### src/rtl/aidan_mcnay_prime_sched_if.sv
// Handshake bundle between the user operand bus / prime datapath and the scheduler.
// The master side drives the operand and datapath result; the slave side is the scheduler.
interface aidan_mcnay_prime_sched_if #(
  parameter int WIDTH = 16
);
  logic [WIDTH-1:0] in_data;
  logic             dp_done;
  logic             dp_is_prime;
  logic [WIDTH-1:0] op_data;
  logic             dp_start;
  logic             dp_abort;
  logic             result_valid;
  logic             is_prime;
  logic             timeout_err;

  modport master (
    output in_data, dp_done, dp_is_prime,
    input  op_data, dp_start, dp_abort, result_valid, is_prime, timeout_err
  );

  modport slave (
    input  in_data, dp_done, dp_is_prime,
    output op_data, dp_start, dp_abort, result_valid, is_prime, timeout_err
  );
endinterface

### src/rtl/aidan_mcnay_prime_sched.sv
// Prime-check scheduler: debounces the operand bus, launches the datapath,
// holds its result and aborts or relaunches whenever the operand changes.
module aidan_mcnay_prime_sched #(
  parameter int WIDTH          = 16,
  parameter int SETTLE_CYCLES  = 4,
  parameter int TIMEOUT_CYCLES = 65535
) (
  input  logic                   clk,
  input  logic                   rst_n,
  aidan_mcnay_prime_sched_if.slave bus
);

  typedef enum logic [1:0] {
    ST_SETTLE,
    ST_RUN,
    ST_DONE
  } state_e;

  localparam logic [7:0]  SETTLE_LAST  = 8'(SETTLE_CYCLES - 1);
  localparam logic [15:0] TIMEOUT_LAST = 16'(TIMEOUT_CYCLES - 1);

  state_e           state_q,      state_d;
  logic [7:0]       settle_cnt_q, settle_cnt_d;
  logic [15:0]      run_cnt_q,    run_cnt_d;
  logic [WIDTH-1:0] last_in_q,    last_in_d;
  logic [WIDTH-1:0] op_data_q,    op_data_d;
  logic             start_q,      start_d;
  logic             abort_q,      abort_d;
  logic             valid_q,      valid_d;
  logic             prime_q,      prime_d;
  logic             terr_q,       terr_d;
  logic             change;

  assign change    = (bus.in_data != last_in_q);
  assign last_in_d = bus.in_data;

  always_comb begin
    // NOTE: every next-state value gets a default first, so no path through
    // the case statement can leave one unassigned and infer a latch.
    state_d      = state_q;
    settle_cnt_d = settle_cnt_q;
    run_cnt_d    = run_cnt_q;
    op_data_d    = op_data_q;
    start_d      = 1'b0;
    abort_d      = 1'b0;
    valid_d      = valid_q;
    prime_d      = prime_q;
    terr_d       = terr_q;

    unique case (state_q)
      ST_SETTLE: begin
        valid_d = 1'b0;
        if (change) begin
          settle_cnt_d = 8'd0;
        end else if (settle_cnt_q == SETTLE_LAST) begin
          op_data_d = bus.in_data;
          start_d   = 1'b1;
          run_cnt_d = 16'd0;
          state_d   = ST_RUN;
        end else begin
          settle_cnt_d = settle_cnt_q + 8'd1;
        end
      end

      ST_RUN: begin
        // An operand change outranks a coincident result: that result is stale.
        if (change) begin
          abort_d      = 1'b1;
          settle_cnt_d = 8'd0;
          state_d      = ST_SETTLE;
        end else if (bus.dp_done) begin
          prime_d = bus.dp_is_prime;
          valid_d = 1'b1;
          terr_d  = 1'b0;
          state_d = ST_DONE;
        end else if (run_cnt_q == TIMEOUT_LAST) begin
          abort_d = 1'b1;
          terr_d  = 1'b1;
          valid_d = 1'b0;
          state_d = ST_DONE;
        end else begin
          run_cnt_d = run_cnt_q + 16'd1;
        end
      end

      ST_DONE: begin
        if (change) begin
          valid_d      = 1'b0;
          settle_cnt_d = 8'd0;
          state_d      = ST_SETTLE;
        end
      end

      default: state_d = ST_SETTLE;
    endcase
  end

  // NOTE: sequential state uses non-blocking assignments so every register
  // samples the pre-edge values, independent of statement order.
  always_ff @(posedge clk or negedge rst_n) begin
    if (!rst_n) begin
      state_q      <= ST_SETTLE;
      settle_cnt_q <= 8'd0;
      run_cnt_q    <= 16'd0;
      last_in_q    <= '0;
      op_data_q    <= '0;
      start_q      <= 1'b0;
      abort_q      <= 1'b0;
      valid_q      <= 1'b0;
      prime_q      <= 1'b0;
      terr_q       <= 1'b0;
    end else begin
      state_q      <= state_d;
      settle_cnt_q <= settle_cnt_d;
      run_cnt_q    <= run_cnt_d;
      last_in_q    <= last_in_d;
      op_data_q    <= op_data_d;
      start_q      <= start_d;
      abort_q      <= abort_d;
      valid_q      <= valid_d;
      prime_q      <= prime_d;
      terr_q       <= terr_d;
    end
  end

  assign bus.op_data      = op_data_q;
  assign bus.dp_start     = start_q;
  assign bus.dp_abort     = abort_q;
  assign bus.result_valid = valid_q;
  assign bus.is_prime     = prime_q;
  assign bus.timeout_err  = terr_q;

endmodule

### src/flat_wrapper.sv
// flat-port wrapper written by rule: the top's interface ports become plain ports
module aidan_mcnay_prime_sched_flat 
#(
  parameter int WIDTH          = 16,
  parameter int SETTLE_CYCLES  = 4,
  parameter int TIMEOUT_CYCLES = 65535
)
  (clk, rst_n, bus_in_data, bus_dp_done, bus_dp_is_prime, bus_op_data, bus_dp_start, bus_dp_abort, bus_result_valid, bus_is_prime, bus_timeout_err);
  aidan_mcnay_prime_sched_if #(.WIDTH(WIDTH)) bus_i ();
  input  logic clk;
  input  logic rst_n;
  input wire logic [$bits(bus_i.in_data)-1:0] bus_in_data;
  input wire logic [$bits(bus_i.dp_done)-1:0] bus_dp_done;
  input wire logic [$bits(bus_i.dp_is_prime)-1:0] bus_dp_is_prime;
  output wire logic [$bits(bus_i.op_data)-1:0] bus_op_data;
  output wire logic [$bits(bus_i.dp_start)-1:0] bus_dp_start;
  output wire logic [$bits(bus_i.dp_abort)-1:0] bus_dp_abort;
  output wire logic [$bits(bus_i.result_valid)-1:0] bus_result_valid;
  output wire logic [$bits(bus_i.is_prime)-1:0] bus_is_prime;
  output wire logic [$bits(bus_i.timeout_err)-1:0] bus_timeout_err;
  assign bus_i.in_data = bus_in_data;
  assign bus_i.dp_done = bus_dp_done;
  assign bus_i.dp_is_prime = bus_dp_is_prime;
  assign bus_op_data = bus_i.op_data;
  assign bus_dp_start = bus_i.dp_start;
  assign bus_dp_abort = bus_i.dp_abort;
  assign bus_result_valid = bus_i.result_valid;
  assign bus_is_prime = bus_i.is_prime;
  assign bus_timeout_err = bus_i.timeout_err;
  aidan_mcnay_prime_sched #(.WIDTH(WIDTH), .SETTLE_CYCLES(SETTLE_CYCLES), .TIMEOUT_CYCLES(TIMEOUT_CYCLES)) u_core (.clk(clk), .rst_n(rst_n), .bus(bus_i));
endmodule
### config.mk
export PLATFORM = sky130hd
export DESIGN_NAME = aidan_mcnay_prime_sched_flat
export DESIGN_NICKNAME = d
export VERILOG_FILES = /design/src/rtl/aidan_mcnay_prime_sched_if.sv /design/src/rtl/aidan_mcnay_prime_sched.sv /design/src/flat_wrapper.sv
export SDC_FILE = /design/constraint.sdc
export NUM_CORES = 1
export LEC_CHECK = 0
export ABC_AREA = 1
export ABC_CLOCK_PERIOD_IN_PS = 3700
export CAP_MARGIN = 20
export CORE_UTILIZATION = 55
export CTS_BUF_LIST = sky130_fd_sc_hd__clkbuf_16
export CTS_CLUSTER_SIZE = 30
export DETAILED_ROUTE_END_ITERATION = 10
export DONT_BUFFER_PORTS = 1
export PLACE_DENSITY = 0.77
export SLEW_MARGIN = 10
export SYNTH_ARGS = -nofsm -noshare
export SYNTH_HDL_FRONTEND = slang
export SYNTH_SLANG_ARGS = --single-unit
### constraint.sdc
create_clock -name clk -period 3.7 [get_ports clk]
set_input_delay 0.555 -clock clk [delete_from_list [all_inputs] [get_ports clk]]
set_output_delay 0.555 -clock clk [all_outputs]
set_load 0.05 [all_outputs]
Yosys cells after proc, flatten, opt, wreduce, memory -nomap -nowiden
Cells that the tools add are included.
Widths: inputs -> output; s select.
{"block": "word_totals", "reg_bits": 63, "in_bits": 20, "output_inout_bits": 21, "word_cells": 72}
{"block": "classes", "addsub": 2, "eq_ne": 15, "muxes": 31, "bitwise_logic": 1, "reduce_logical": 13}
{"cell": "$mux 16", "count": 5}
{"cell": "$pmux 16 s2", "count": 1}
{"cell": "$mux 8", "count": 3}
{"cell": "$add 16x1->16 const B", "count": 1}
{"cell": "$eq 16x16->1 const B", "count": 1}
{"cell": "$ne 16x16->1", "count": 1}
{"cell": "$pmux 8 s2", "count": 1}
{"cell": "$mux 1", "count": 13}
{"cell": "$mux 2", "count": 6}
{"cell": "$reduce_and 3->1", "count": 4}
{"cell": "$add 8x1->8 const B", "count": 1}
{"cell": "$eq 8x2->1 const B", "count": 1}
{"cell": "$ne 2x2->1 const B", "count": 4}
{"cell": "$reduce_and 4->1", "count": 2}
{"cell": "$ne 2x1->1 const B", "count": 3}
{"cell": "$ne 3x2->1 const B", "count": 2}
{"cell": "$pmux 2 s3", "count": 1}
{"cell": "$reduce_and 6->1", "count": 1}
{"cell": "$reduce_bool 2->1", "count": 3}
{"cell": "$ne 4x2->1 const B", "count": 1}
{"cell": "$pmux 1 s3", "count": 1}
{"cell": "$reduce_bool 3->1", "count": 1}
{"cell": "$eq 2x1->1 const B", "count": 1}
{"cell": "$eq 2x2->1 const B", "count": 1}
{"cell": "other kinds (3)", "count": 3}

Longest topological paths before layout
Gate-level depths: netlist of the first run.
{"block": "logic_depth", "depth_word": 5, "depth_mapped": 13, "ltp_nobuf": 12}

Worst setup path before layout of the first run
No wires, ideal clock.
{"block": "synth_timing", "kind": "input -> register", "start": "input port bus_in_data[11]", "end": "register u_core.run_cnt_q[11]", "t_arrival_ns": 1.621, "required_time_ns": 3.583, "path_slack_ns": 1.962, "cell_stages": 13, "cell_sequence": "inv_1 -> nand2_1 -> nand2_1 -> inv_1 -> nor2_1 -> nand2_1 -> nor2_8 -> nand3_4 -> nand2_4 -> nand2_4 -> buf_6 -> nand2_1 -> nand2_1"}
{"block": "synth_via", "elab_chain_cells": 3, "word_cells_on_any_way": 4}
{"element": "start, declared", "line_no": "flat_wrapper.sv:12", "rtl": "input wire logic [$bits(bus_i.in_data)-1:0] bus_in_data;"}
{"element": "$ne 16x16->1 (*)", "line_no": "aidan_mcnay_prime_sched.sv:34", "rtl": "assign change = (bus.in_data != last_in_q);"}
{"element": "$ne 2x2->1 (no source line)"}
{"element": "$reduce_and 6->1 (no source line) (*)"}
{"element": "end signal, assigned", "line_no": "aidan_mcnay_prime_sched.sv:115", "rtl": "run_cnt_q <= run_cnt_d;"}
{"element": "end, declared", "line_no": "aidan_mcnay_prime_sched.sv:24", "rtl": "logic [15:0] run_cnt_q, run_cnt_d;"}
Every way passes the cells marked *; elsewhere a longest branch is shown, timed or not.
A chain may end at the register's enable or synchronous reset.

Final worst setup path of the first run
{"block": "layout_timing", "start": "register u_core.last_in_q[4]", "end": "register u_core.op_data_q[7] (netlist: u_core.bus.op_data[7])"}
{"block": "layout_via", "elab_chain_cells": 3}
{"element": "start, declared", "line_no": "aidan_mcnay_prime_sched.sv:25", "rtl": "logic [WIDTH-1:0] last_in_q, last_in_d;"}
{"element": "start signal, assigned", "line_no": "aidan_mcnay_prime_sched.sv:116", "rtl": "last_in_q <= last_in_d;"}
{"element": "$ne 16x16->1", "line_no": "aidan_mcnay_prime_sched.sv:34"}
{"element": "$not 1->1 (no source line)"}
{"element": "$reduce_and 3->1 (no source line)"}
{"element": "end signal, assigned", "line_no": "aidan_mcnay_prime_sched.sv:117", "rtl": "op_data_q <= op_data_d;"}
{"element": "end, declared", "line_no": "aidan_mcnay_prime_sched.sv:26", "rtl": "logic [WIDTH-1:0] op_data_q, op_data_d;"}
No other way between the ends.

==> summary.md, run 1 <==
| Metric | Value |
|---|---|
| Synth Flop Type | dfrtp_1 |
| Final #Nets | 520 |
| Die width | 83.4 um |
| Worst Tran Pin Value | 1.02 ns |
| Post-Route Setup TNS | 0 ns |
| Metal-1 WL | 3190 um |
| EDFF count, synth | 0 |
| VDD IR max | 0.392 mV |
| # diodes | 0 |
| WL met3 | 385 um |
| Level count of the clock H-tree | 3 |
| First-pass GRT wire length | 13300 um |
| Placed cell areas | 0.00366 mm2 |
| Critical Path Slowest Stage Cell | nand3_1 |
| CTS tree | done |
| Distinct cells, synth | 26 |
| Final period utilization | 0.635 |
| Rel. slew slack | 0.320 |
| Placed cells | 556 |
| Post-CTS Setup Bufs | 0 |
| Crit. End Element | flop |
| I/O pins | 41 |
| Grt ovf | 0 |
| Reg2reg path depth | 10 |
| Seq cells post-synth | 63 |
| Leakage | 2.07 nW |
| Maximum capacitance violations | 0 |
| Gr usage total | 0.238 |
| Input/output buffers | 0 |
| Initial antenna violation count | 0 |
| DP Wirelength | 4930 um |
| Root Buffer | clkbuf_16 |
| Fin cells | about 570 |
| Mapped Avg Cell Area | 7.47 um2 |
| Highest net fanout along the worst path | 32 |
| Top sig layer | met4 |
| Synth-to-layout area growth | 9.49% |
| Avg WL per Cell | 12.7 um |
| Die Ht | 83.4 um |
| Clk_lat worst skew | 0.33 ns |
| Routed wl met2 | 3600 um |
| Worst Clk Skew | 0.00514 ns |
| Largest net degree at the start of global routing | 64 |
| Core ar. | ~0.0064 mm2 |
| Worst Setup Start Kind | flop |
| First DRT Iteration DRCs | 155 |
| Cell Area, Synth | 0.00364 mm2 |
| Vias in the first global route | 2968 |
| Row Count | 29 |
| Worst path most repeated cell | nand2_1 |
| Die area | 0.00695 mm2 |
| Ratio of cells with drive above 1 in the final layout | 0.0786 |
| Critical Path AT | 2.57 ns |
| # setup viols final | 0 |
| Shortest period the worst path allows | 2.35 ns |
| Antenna-violating nets left | 0 |
| Synth Instances | 487 |
| Final Slew Violations | 0 |
| Status | completed |
| CTS clk-pin slew, worst paths | 0.06 ns |
| CTS max path bufs | 2 |
| Final Cell Area | 0.00399 mm2 |
| DRT Pass-1 Iters | 4 |
| Mapped Nets | ~520 |
| F_max | approximately 430 MHz |
| Vias post-DR | 2887 |
| Critical Setup Path Class | reg -> reg |
| GP Congestion | 0.906 |
| CP peak stage delay | 0.72 ns |
| Clock sink count | 63 |
| Unrepaired setup endpoints after global routing | false |
| Sequential element share of the synthesized area | 0.433 |
| P per Cell Area | roughly 400 mW/mm2 |
| # fillers | approximately 550 |
| CP Cell Sequence | inv_1, nand2_1, nand2_1, nor2_1, nand2_2, inv_1, nand2_1, nor2_1, nand3_1, o21ai_0 |
| Residual DRC | 0 |
| Number of synthesis warnings | 0 |
| Hold WC Path Type | in -> async |
| Critical Path RT | approximately 3.9 ns |
| Mean number of vias per cell | 5.04 |
| Routed wire length | 7250 um |
| Hold Violations, Final | 0 |
| Ys async rst share | 1.00 |
| Initial Util | 0.570 |
| CTS Buf Count | 9 |
## through the flow
stage               worst slack, ns  power (mW)   util  hold WS [ns]
floorplan                      1.96       0.754      -         0.259
global placement               1.32       0.759  0.573         0.261
detailed placement             1.20       0.761  0.573         0.261
CTS                            1.30        1.62  0.624         0.110
global route                  0.992        1.66  0.624         0.122
finish                         1.35        1.61  0.624        0.0947
## synth_stat cells, types with 2 or more instances
master,count,share of area
nor3_1,3,0.0041
nand3_4,2,0.0096
nand2_2,3,0.0052
buf_12,2,0.011
xnor2_1,4,0.0096
nand3_2,10,0.028
inv_1,60,0.062
o21bai_1,2,0.0041
ha_1,9,0.031
nand4_1,5,0.0086
nand3_1,35,0.048
dfrtp_1,63,0.43
xor2_1,11,0.026
o21ai_0,17,0.023
clkbuf_1,4,0.0041
nand2_4,3,0.0093
nor2_1,63,0.065
clkinv_1,2,0.0021
buf_6,2,0.0062
nor3b_1,2,0.0041
nor2_8,2,0.011
nand2_1,179,0.18
## repair_timing
action | CTS | global route
endpoints found under the hold margin | 63 | 0
resized for setup | 0 | 0
hold buffers | 1 | 0
setup endpoints to repair | 0 | 0
## critical path: cells and delay by family, from the launching register on
| family | cells | cell delay (ns) |
|---|---|---|
| compound gates | 1 | 0.45 |
| simple gates | 7 | 1.30 |
| buf+inv | 2 | 0.13 |
| flops | 1 | 0.36 |
## layout by cell type, fill, tap and decap left out, types with 4 or more instances in the layout
cell,n
xnor2_1,4
xor2_1,11
inv_1,61
clkbuf_16,9
nand3_1,35
nor2_1,63
o21ai_0,17
dfrtp_1,63
nand4_1,5
ha_1,9
nand2_1,179
nand3_2,10
## path summary, 6_finish.rpt
check / from / end / slack [ns]
hold reg to reg: u_core.run_cnt_q[3] / u_core.run_cnt_q[3] / 0.50
min in group clk: bus_in_data[14] / u_core.last_in_q[14] / 0.25
max in group asynchronous: rst_n / u_core.run_cnt_q[7] / 3.36
setup reg to reg: u_core.last_in_q[4] / u_core.bus.op_data[7] / 1.35
setup / recovery: u_core.last_in_q[4] / u_core.bus.op_data[7] / 1.35
hold / removal: rst_n / u_core.bus.op_data[1] / 0.09
## cell type report
cell class                      instances  area, um2  share of cell area
Sequential cell                        63       1580               0.396
Multi-Input combinational cell        353       1750               0.439
Timing Repair Buffer                    1       27.5             0.00691
Inverter                               63        236              0.0593
Clock buffer                            9        225              0.0565
Tap cell                               77       96.3              0.0242
Clock inverter                          7       73.8              0.0185
## cell families (layout without fill, tap and decap cells)
logic type,Yosys count,count (layout),synth area share
fa+ha+maj,9,9,0.0309
xor+xnor,15,15,0.0361
buf+inv,71,80,0.0863
simple gates,308,308,0.379
compound gates,21,21,0.0347
flops,63,63,0.433
## routing by layer
| metal | GRT usage | up-vias |
|---|---|---|
| li1 | - | 1506 |
| met2 | 0.414 | 52 |
| met5 | 0 | - |
| met1 | 0.283 | 1324 |
| met3 | 0.0775 | 5 |
| met4 | 0.0643 | 0 |
## registers in the layout, indices dropped and copies added (netlist names)
name                     cells
u_core.bus.dp_abort          1
u_core.bus.dp_start          1
u_core.run_cnt_q            16
u_core.bus.op_data          16
u_core.settle_cnt_q          8
u_core.last_in_q            16
u_core.state_q               2
u_core.bus.result_valid      1
u_core.bus.timeout_err       1
u_core.bus.is_prime          1
## where the power goes
part	internal [mW]	switching, mW
Sequential	0.698	0.00573
Clock	0.522	0.319
Combinational	0.0197	0.0421
Total	1.24	0.367
No activity file was read; power rests on OpenSTA's default activity.
==> run 2, diff against run 1 <==
--- a/config.mk
+++ b/config.mk
@@ -6,7 +6,7 @@
 export NUM_CORES = 1
 export LEC_CHECK = 0
 export ABC_AREA = 1
-export ABC_CLOCK_PERIOD_IN_PS = 3700
+export ABC_CLOCK_PERIOD_IN_PS = 2300
 export CAP_MARGIN = 20
 export CORE_UTILIZATION = 55
 export CTS_BUF_LIST = sky130_fd_sc_hd__clkbuf_16
==> constraint.sdc (replaced) <==
create_clock -name clk -period 2.3 [get_ports clk]
set_input_delay 0.345 -clock clk [delete_from_list [all_inputs] [get_ports clk]]
set_output_delay 0.345 -clock clk [all_outputs]
set_load 0.05 [all_outputs]
==> run 2 against run 1 <==
  * Combinational power rose by 67%
  * Hold slack got worse by 0.056 ns
  * Highest routed layer unchanged
  * Cell area grew 1.2%
  * Worst setup slack worse by 0.97 ns
  * Via count increased by 2.5%
  * Critical endpoint is now u_core.run_cnt_q[2]
  * Global-route usage is 0.44 points higher
  * Maximum frequency increased by 22%
  * First-iteration DRC count is 63% higher
  * Sequential cell count unchanged
  * Largest cell class unchanged
  * Sequential share of layout area down 0.47 points
==> summary.md, run 2 (synthesis results as in run 1) <==
| Metric | Value |
|---|---|
| Routed wire length | 7610 um (was 7250 um) |
| Critical Setup Path Class | reg -> reg (unchanged) |
| CTS Buf Count | 9 (unchanged) |
| Level count of the clock H-tree | 3 (unchanged) |
| Hold Violations, Final | 0 (unchanged) |
| F_max | 520 MHz (was 426 MHz) |
| DRT Pass-1 Iters | 5 (was 4) |
| Leakage | 2.10 nW (was 2.07 nW) |
| DP Wirelength | 5180 um (was 4930 um) |
| Buf/Inv on CP | 1 (was 2) |
| Final Slew Violations | 0 (unchanged) |
| Die Ht | 83.4 um (unchanged) |
| WHS Endpoint | u_core.last_in_q[4] |
| Worst r2r dst | u_core.run_cnt_q[2] (was u_core.bus.op_data[7]) |
| Status | completed (unchanged) |
| # diodes | 0 (unchanged) |
| Maximum capacitance violations | 0 (unchanged) |
| Largest delay share family, worst path | simple AND/OR/NAND/NOR gates (unchanged) |
| Post-Route Setup TNS | 0 ns (unchanged) |
| Reg2reg start | u_core.last_in_q[2] (was u_core.last_in_q[4]) |
| I/O pins | 41 (unchanged) |
| P per Cell Area | 670 mW/mm2 (was 403 mW/mm2) |
| VDD IR max | 0.536 mV (was 0.392 mV) |
| CP Cell Sequence | inv_1, nand2_1, nand2_1, nor2_1, nand2_2, nor2_8, nand3_4, nand2_4, nand2_4, nand2_1, nand2_1 (was inv_1, nand2_1, nand2_1, nor2_1, nand2_2, inv_1, nand2_1, nor2_1, nand3_1, o21ai_0) |
| Die area | 0.00695 mm2 (unchanged) |
| Shortest period the worst path allows | 1.92 ns (was 2.35 ns) |
| Gr usage total | 0.243 (was 0.238) |
| Placed cells | 558 (was 556) |
| Hold WC Path Type | in -> reg (was in -> async) |
| Worst Clk Skew | 0.00525 ns (was 0.00514 ns) |
| Initial Util | 0.570 (unchanged) |
| Fin cells | 576 (was 573) |
| Min-Delay Path Depth | 0 |
| First-pass GRT wire length | 13400 um (was 13300 um) |
| Input/output buffers | 0 (unchanged) |
| Worst Setup Start Kind | flop (unchanged) |
| Synth-to-layout area growth | 10.8% (was 9.49%) |
| Ratio of cells with drive above 1 in the final layout | 0.0822 (was 0.0786) |
| CTS tree | done (unchanged) |
| Avg WL per Cell | 13.2 um (was 12.7 um) |
| Vias in the first global route | 3034 (was 2968) |
| Final #Nets | 523 (was 520) |
| Util after Layout | 0.631 (was 0.624) |
| Root Buffer | clkbuf_16 (unchanged) |
| Reg2reg setup slack | 0.38 ns (was 1.35 ns) |
| Post-CTS Resized | 0 (unchanged) |
| Initial antenna violation count | 0 (unchanged) |
| First DRT Iteration DRCs | 252 (was 155) |
| WP depth | 11 (was 10) |
| Row Count | 29 (unchanged) |
| Rel. slew slack | 0.643 (was 0.320) |
| Clock sink count | 63 (unchanged) |
| CTS clk-pin slew, worst paths | 0.06 ns (about the same) |
| Residual DRC | 0 (unchanged) |
| Mean number of vias per cell | 5.14 (was 5.04) |
| Final period utilization | 0.836 (was 0.635) |
| Die width | 83.4 um (unchanged) |
| Hold Crit Start | bus_in_data[4] |
| Antenna-violating nets left | 0 (unchanged) |
| Unrepaired setup endpoints after global routing | false (unchanged) |
| Crit. End Element | flop (unchanged) |
| CTS max path bufs | 2 (unchanged) |
| CP peak stage delay | 0.34 ns (was 0.72 ns) |
| Grt ovf | 0 (unchanged) |
| Critical Path RT | 2.52 ns (was 3.92 ns) |
| Commonest non-fill, non-tap cell in the layout | nand2_1 (unchanged) |
| # setup viols final | 0 (unchanged) |
| Vias post-DR | 2959 (was 2887) |
| Highest net fanout along the worst path | 20 (was 32) |
| Largest net degree at the start of global routing | 64 (unchanged) |
| Worst path most repeated cell | nand2_1 (unchanged) |
| Core ar. | 0.00639 mm2 (unchanged) |
| Worst Tran Pin Value | 0.535 ns (was 1.02 ns) |
| GP Congestion | 0.886 (was 0.906) |
| Commonest non-fill, non-tap cells in the layout | nand2_1, nor2_1, dfrtp_1 (unchanged) |
| Critical Path AT | 2.14 ns (was 2.57 ns) |
| Clk_lat worst skew | 0.33 ns (about the same) |
| Critical Path Slowest Stage Cell | dfrtp_1 (was nand3_1) |
| Reg2reg path depth | 11 (was 10) |
==> run 2: area by class of cell <==
type	instances	area [um2]
multi-input cells	353	1750
clock inverters	7	96.3
repair buffers	4	52.6
fillers	545	2350
flip-flops and latches	63	1580
clock buffers	9	225
well taps	77	96.3
inverters	63	236
==> run 2: what timing repair did <==
action	in CTS	in global routing
setup endpoints to repair	0	0
endpoints found under the hold margin	63	0
setup buffers	0	0
hold buffers	2	0
==> run 2: power by group <==
part	leakage [nW]	internal, mW	switching (mW)
registers	0.838	1.12	0.00902
clock network	0.150	0.950	0.518
logic	1.11	0.0327	0.0707
total	2.10	2.11	0.597
==> run 2: worst max path at each step <==
stage / start / end
CTS: u_core.state_q[1] / u_core.run_cnt_q[2]
global placement: u_core.state_q[0] / u_core.settle_cnt_q[1]
finish: u_core.last_in_q[2] / u_core.run_cnt_q[2]
detailed placement: u_core.state_q[1] / u_core.run_cnt_q[2]
floorplan: u_core.state_q[1] / u_core.run_cnt_q[11]
global route: u_core.state_q[1] / u_core.run_cnt_q[13]
==> run 2: through the flow <==
stage          worst slack [ns]  total power [mW]  cell area [um2]  hold slack (ns)
2_1_floorplan             0.673              1.21             3640           0.0494
3_3_place_gp              0.477              1.22             3670           0.0512
3_5_place_dp              0.394              1.23             3670           0.0509
4_1_cts                   0.376              2.72             4030           0.0319
5_1_grt                   0.178              2.80             4030           0.0221
6_report                  0.377              2.70             4030           0.0388
==> run 2: routing by layer <==
layer	up-vias	wire length, um	GRT usage
li1	1510	-	-
met5	-	0	0
met1	1362	3380	0.286
met3	14	381	0.0785
met2	73	3720	0.416
met4	0	127	0.0862
==> run 3, diff against run 2 <==
--- a/config.mk
+++ b/config.mk
@@ -6,14 +6,14 @@
 export NUM_CORES = 1
 export LEC_CHECK = 0
 export ABC_AREA = 1
-export ABC_CLOCK_PERIOD_IN_PS = 2300
+export ABC_CLOCK_PERIOD_IN_PS = 1600
 export CAP_MARGIN = 20
 export CORE_UTILIZATION = 55
 export CTS_BUF_LIST = sky130_fd_sc_hd__clkbuf_16
 export CTS_CLUSTER_SIZE = 30
 export DETAILED_ROUTE_END_ITERATION = 10
 export DONT_BUFFER_PORTS = 1
-export PLACE_DENSITY = 0.77
+export PLACE_DENSITY = 0.8
 export SLEW_MARGIN = 10
 export SYNTH_ARGS = -nofsm -noshare
 export SYNTH_HDL_FRONTEND = slang
==> constraint.sdc (replaced) <==
create_clock -name clk -period 1.6 [get_ports clk]
set_input_delay 0.24 -clock clk [delete_from_list [all_inputs] [get_ports clk]]
set_output_delay 0.24 -clock clk [all_outputs]
set_load 0.05 [all_outputs]
==> run 3 against run 2 <==
  * The run now ends with negative hold slack, negative setup slack left
  * Sequential share of layout area is 8.6 points lower
  * Maximum frequency is 0.60% lower
  * Total power is 45% higher
  * Wire length is 65% higher
  * Sequential power is 44% higher
  * Cell area is 28% higher
  * Combinational power is 87% higher
  * Sequential cell count stayed put
  * Core utilization is 18 points higher
==> summary.md, run 3 (synthesis results as in run 1) <==
| Metric | Value |
|---|---|
| Min Hold Slack | -0.403 ns (was 0.0388 ns) |
| VDD IR max | 1.02 mV (was 0.536 mV) |
| Highest net fanout along the worst path | 8 (was 20) |
| Critical Path AT | 2.13 ns (was 2.14 ns) |
| Worst r2r dst | u_core.run_cnt_q[0] (was u_core.run_cnt_q[2]) |
| Violated checks | negative hold slack, negative setup slack |
| Vias post-DR | 3806 (was 2959) |
| Die width | 83.4 um (unchanged) |
| Mean number of vias per cell | 5.86 (was 5.14) |
| # setup viols final | 47 (was 0) |
| Initial Util | 0.570 (unchanged) |
| Hold Violations, Final | 63 (was 0) |
| Routed wire length | 12600 um (was 7610 um) |
| Vias in the first global route | 3564 (was 3034) |
| Die Ht | 83.4 um (unchanged) |
| Synth-to-layout area growth | 42.3% (was 10.8%) |
| Critical Setup Path Class | reg -> reg (unchanged) |
| CTS Buf Count | 9 (unchanged) |
| DP Wirelength | 5860 um (was 5180 um) |
| Antenna-violating nets left | 0 (unchanged) |
| Reg2reg path depth | 11 (unchanged) |
| Maximum capacitance violations | 0 (unchanged) |
| Level count of the clock H-tree | 3 (unchanged) |
| CTS clk-pin slew, worst paths | 0.06 ns (about the same) |
| GP Congestion | 0.879 (was 0.886) |
| P per Cell Area | 759 mW/mm2 (was 670 mW/mm2) |
| # diodes | 0 (unchanged) |
| CTS hold repair buffers | 16 (was 2) |
| Crit. End Element | flop (unchanged) |
| Final #Nets | 597 (was 523) |
| Unrepaired setup endpoints after global routing | true (was false) |
| Hold WC Path Type | in -> async (was in -> reg) |
| Grt ovf | 0 (unchanged) |
| Clock sink count | 63 (unchanged) |
| # fillers | 329 (was 545) |
| Residual DRC | 0 (unchanged) |
| DRT Pass-1 Iters | 5 (unchanged) |
| Initial antenna violation count | 0 (unchanged) |
| Die area | 0.00695 mm2 (unchanged) |
| Worst Setup Start Kind | flop (unchanged) |
| Critical Path RT | 1.80 ns (was 2.52 ns) |
| Reg2reg start | u_core.last_in_q[14] (was u_core.last_in_q[2]) |
| Status | finished, violations left (was completed) |
| Input/output buffers | 0 (unchanged) |
| CTS max path bufs | 2 (unchanged) |
| Shortest period the worst path allows | 1.93 ns (was 1.92 ns) |
| First DRT Iteration DRCs | 324 (was 252) |
| PnR Total Power | 3.93 mW (was 2.70 mW) |
| Post-route worst setup slack | -0.334 ns (was 0.377 ns) |
| Avg WL per Cell | 19.4 um (was 13.2 um) |
| I/O pins | 41 (unchanged) |
| Core ar. | 0.00639 mm2 (unchanged) |
| Commonest non-fill, non-tap cells in the layout | nand2_1, dfrtp_1, inv_1 (was nand2_1, nor2_1, dfrtp_1) |
| Worst Tran Pin Value | 0.604 ns (was 0.535 ns) |
| Final period utilization | 1.21 (was 0.836) |
| Leakage | 2.58 nW (was 2.10 nW) |
| Ratio of cells with drive above 1 in the final layout | 0.328 (was 0.0822) |
| Row Count | 29 (unchanged) |
| Worst Clk Skew | 0.00693 ns (was 0.00525 ns) |
| Util after Layout | 0.811 (was 0.631) |
| Reg2reg setup slack | -0.33 ns (was 0.38 ns) |
| Commonest non-fill, non-tap cell in the layout | nand2_1 (unchanged) |
| Final Slew Violations | 0 (unchanged) |
| Rel. slew slack | 0.598 (was 0.643) |
| Gr usage total | 0.303 (was 0.243) |
| Largest net degree at the start of global routing | 64 (unchanged) |
| Root Buffer | clkbuf_16 (unchanged) |
| CTS tree | done (unchanged) |
| Clk_lat worst skew | 0.34 ns (was 0.33 ns) |
| F_max | 517 MHz (was 520 MHz) |
| First-pass GRT wire length | 16600 um (was 13400 um) |
-- run 3: report_power, final --
| group | switching [mW] | internal [mW] |
|---|---|---|
| Clock | 0.751 | 1.35 |
| Combinational | 0.116 | 0.0770 |
| Sequential | 0.0176 | 1.62 |
| Total | 0.885 | 3.04 |
-- run 3: worst max path at each step --
stage / startpoint / end / slack [ns] / depth (start not counted)
floorplan: u_core.state_q[0] / u_core.settle_cnt_q[0] / 0.02 / 7
global placement: u_core.run_cnt_q[0] / u_core.run_cnt_q[10] / -0.005 / 11
detailed placement: u_core.last_in_q[5] / u_core.bus.op_data[12] / -0.07 / 11
CTS: u_core.last_in_q[5] / u_core.state_q[1] / -0.01 / 11
global route: u_core.last_in_q[11] / u_core.run_cnt_q[0] / -0.37 / 12
finish: u_core.last_in_q[14] / u_core.run_cnt_q[0] / -0.33 / 11
-- run 3: timing repair --
action	4_1_cts	5_1_grt
buffers inserted	3	5
resized for setup	28	109
pin swaps	7	33
endpoints found under the setup margin	42	47
gates cloned	2	3
hold endpoints to repair	79	63
-- run 3: per-layer routing --
| layer | GRT usage | vias to the layer above | share of wire |
|---|---|---|---|
| li1 | - | 1663 | - |
| met4 | 0.116 | 0 | 0.068 |
| met5 | 0 | - | 0 |
| met1 | 0.354 | 1789 | 0.35 |
| met3 | 0.0706 | 88 | 0.081 |
| met2 | 0.539 | 266 | 0.50 |
-- run 3: critical path, cell delays in order (launching register included) --
cell and delay [ns]:
dfrtp_1 0.38, inv_1 0.07, nand2_1 0.07, nand2_1 0.09, nor2_1 0.19, nand2_1 0.20, nor2_8 0.23, nand3_4 0.12
nand2_8 0.17, nand2_8 0.11, nand2_2 0.07, nand2_1 0.09
-- run 3: final cells by class --
| type | count | area, um2 | share of cell area |
|---|---|---|---|
| clock inverters | 7 | 88.8 | 0.0171 |
| repair buffers | 77 | 772 | 0.149 |
| flip-flops and latches | 63 | 1580 | 0.305 |
| multi-input cells | 354 | 2170 | 0.419 |
| inverters | 63 | 249 | 0.0481 |
| well taps | 77 | 96.3 | 0.0186 |
| clock buffers | 9 | 225 | 0.0435 |
-- run 3: per-stage QoR --
| stage | hold WS [ns] | cells | setup TNS (ns) | area, um2 | setup slack [ns] |
|---|---|---|---|---|---|
| 2_1_floorplan | -0.0556 | 487 | 0 | 3640 | 0.0161 |
| 3_3_place_gp | -0.0536 | 605 | -0.00487 | 4080 | -0.00487 |
| 3_5_place_dp | -0.0536 | 605 | -1.43 | 4080 | -0.0664 |
| 4_1_cts | -0.399 | 642 | -0.0582 | 4700 | -0.0146 |
| 5_1_grt | -0.411 | 650 | -11.49 | 5180 | -0.367 |
| 6_report | -0.403 | 650 | -10.44 | 5180 | -0.334 |
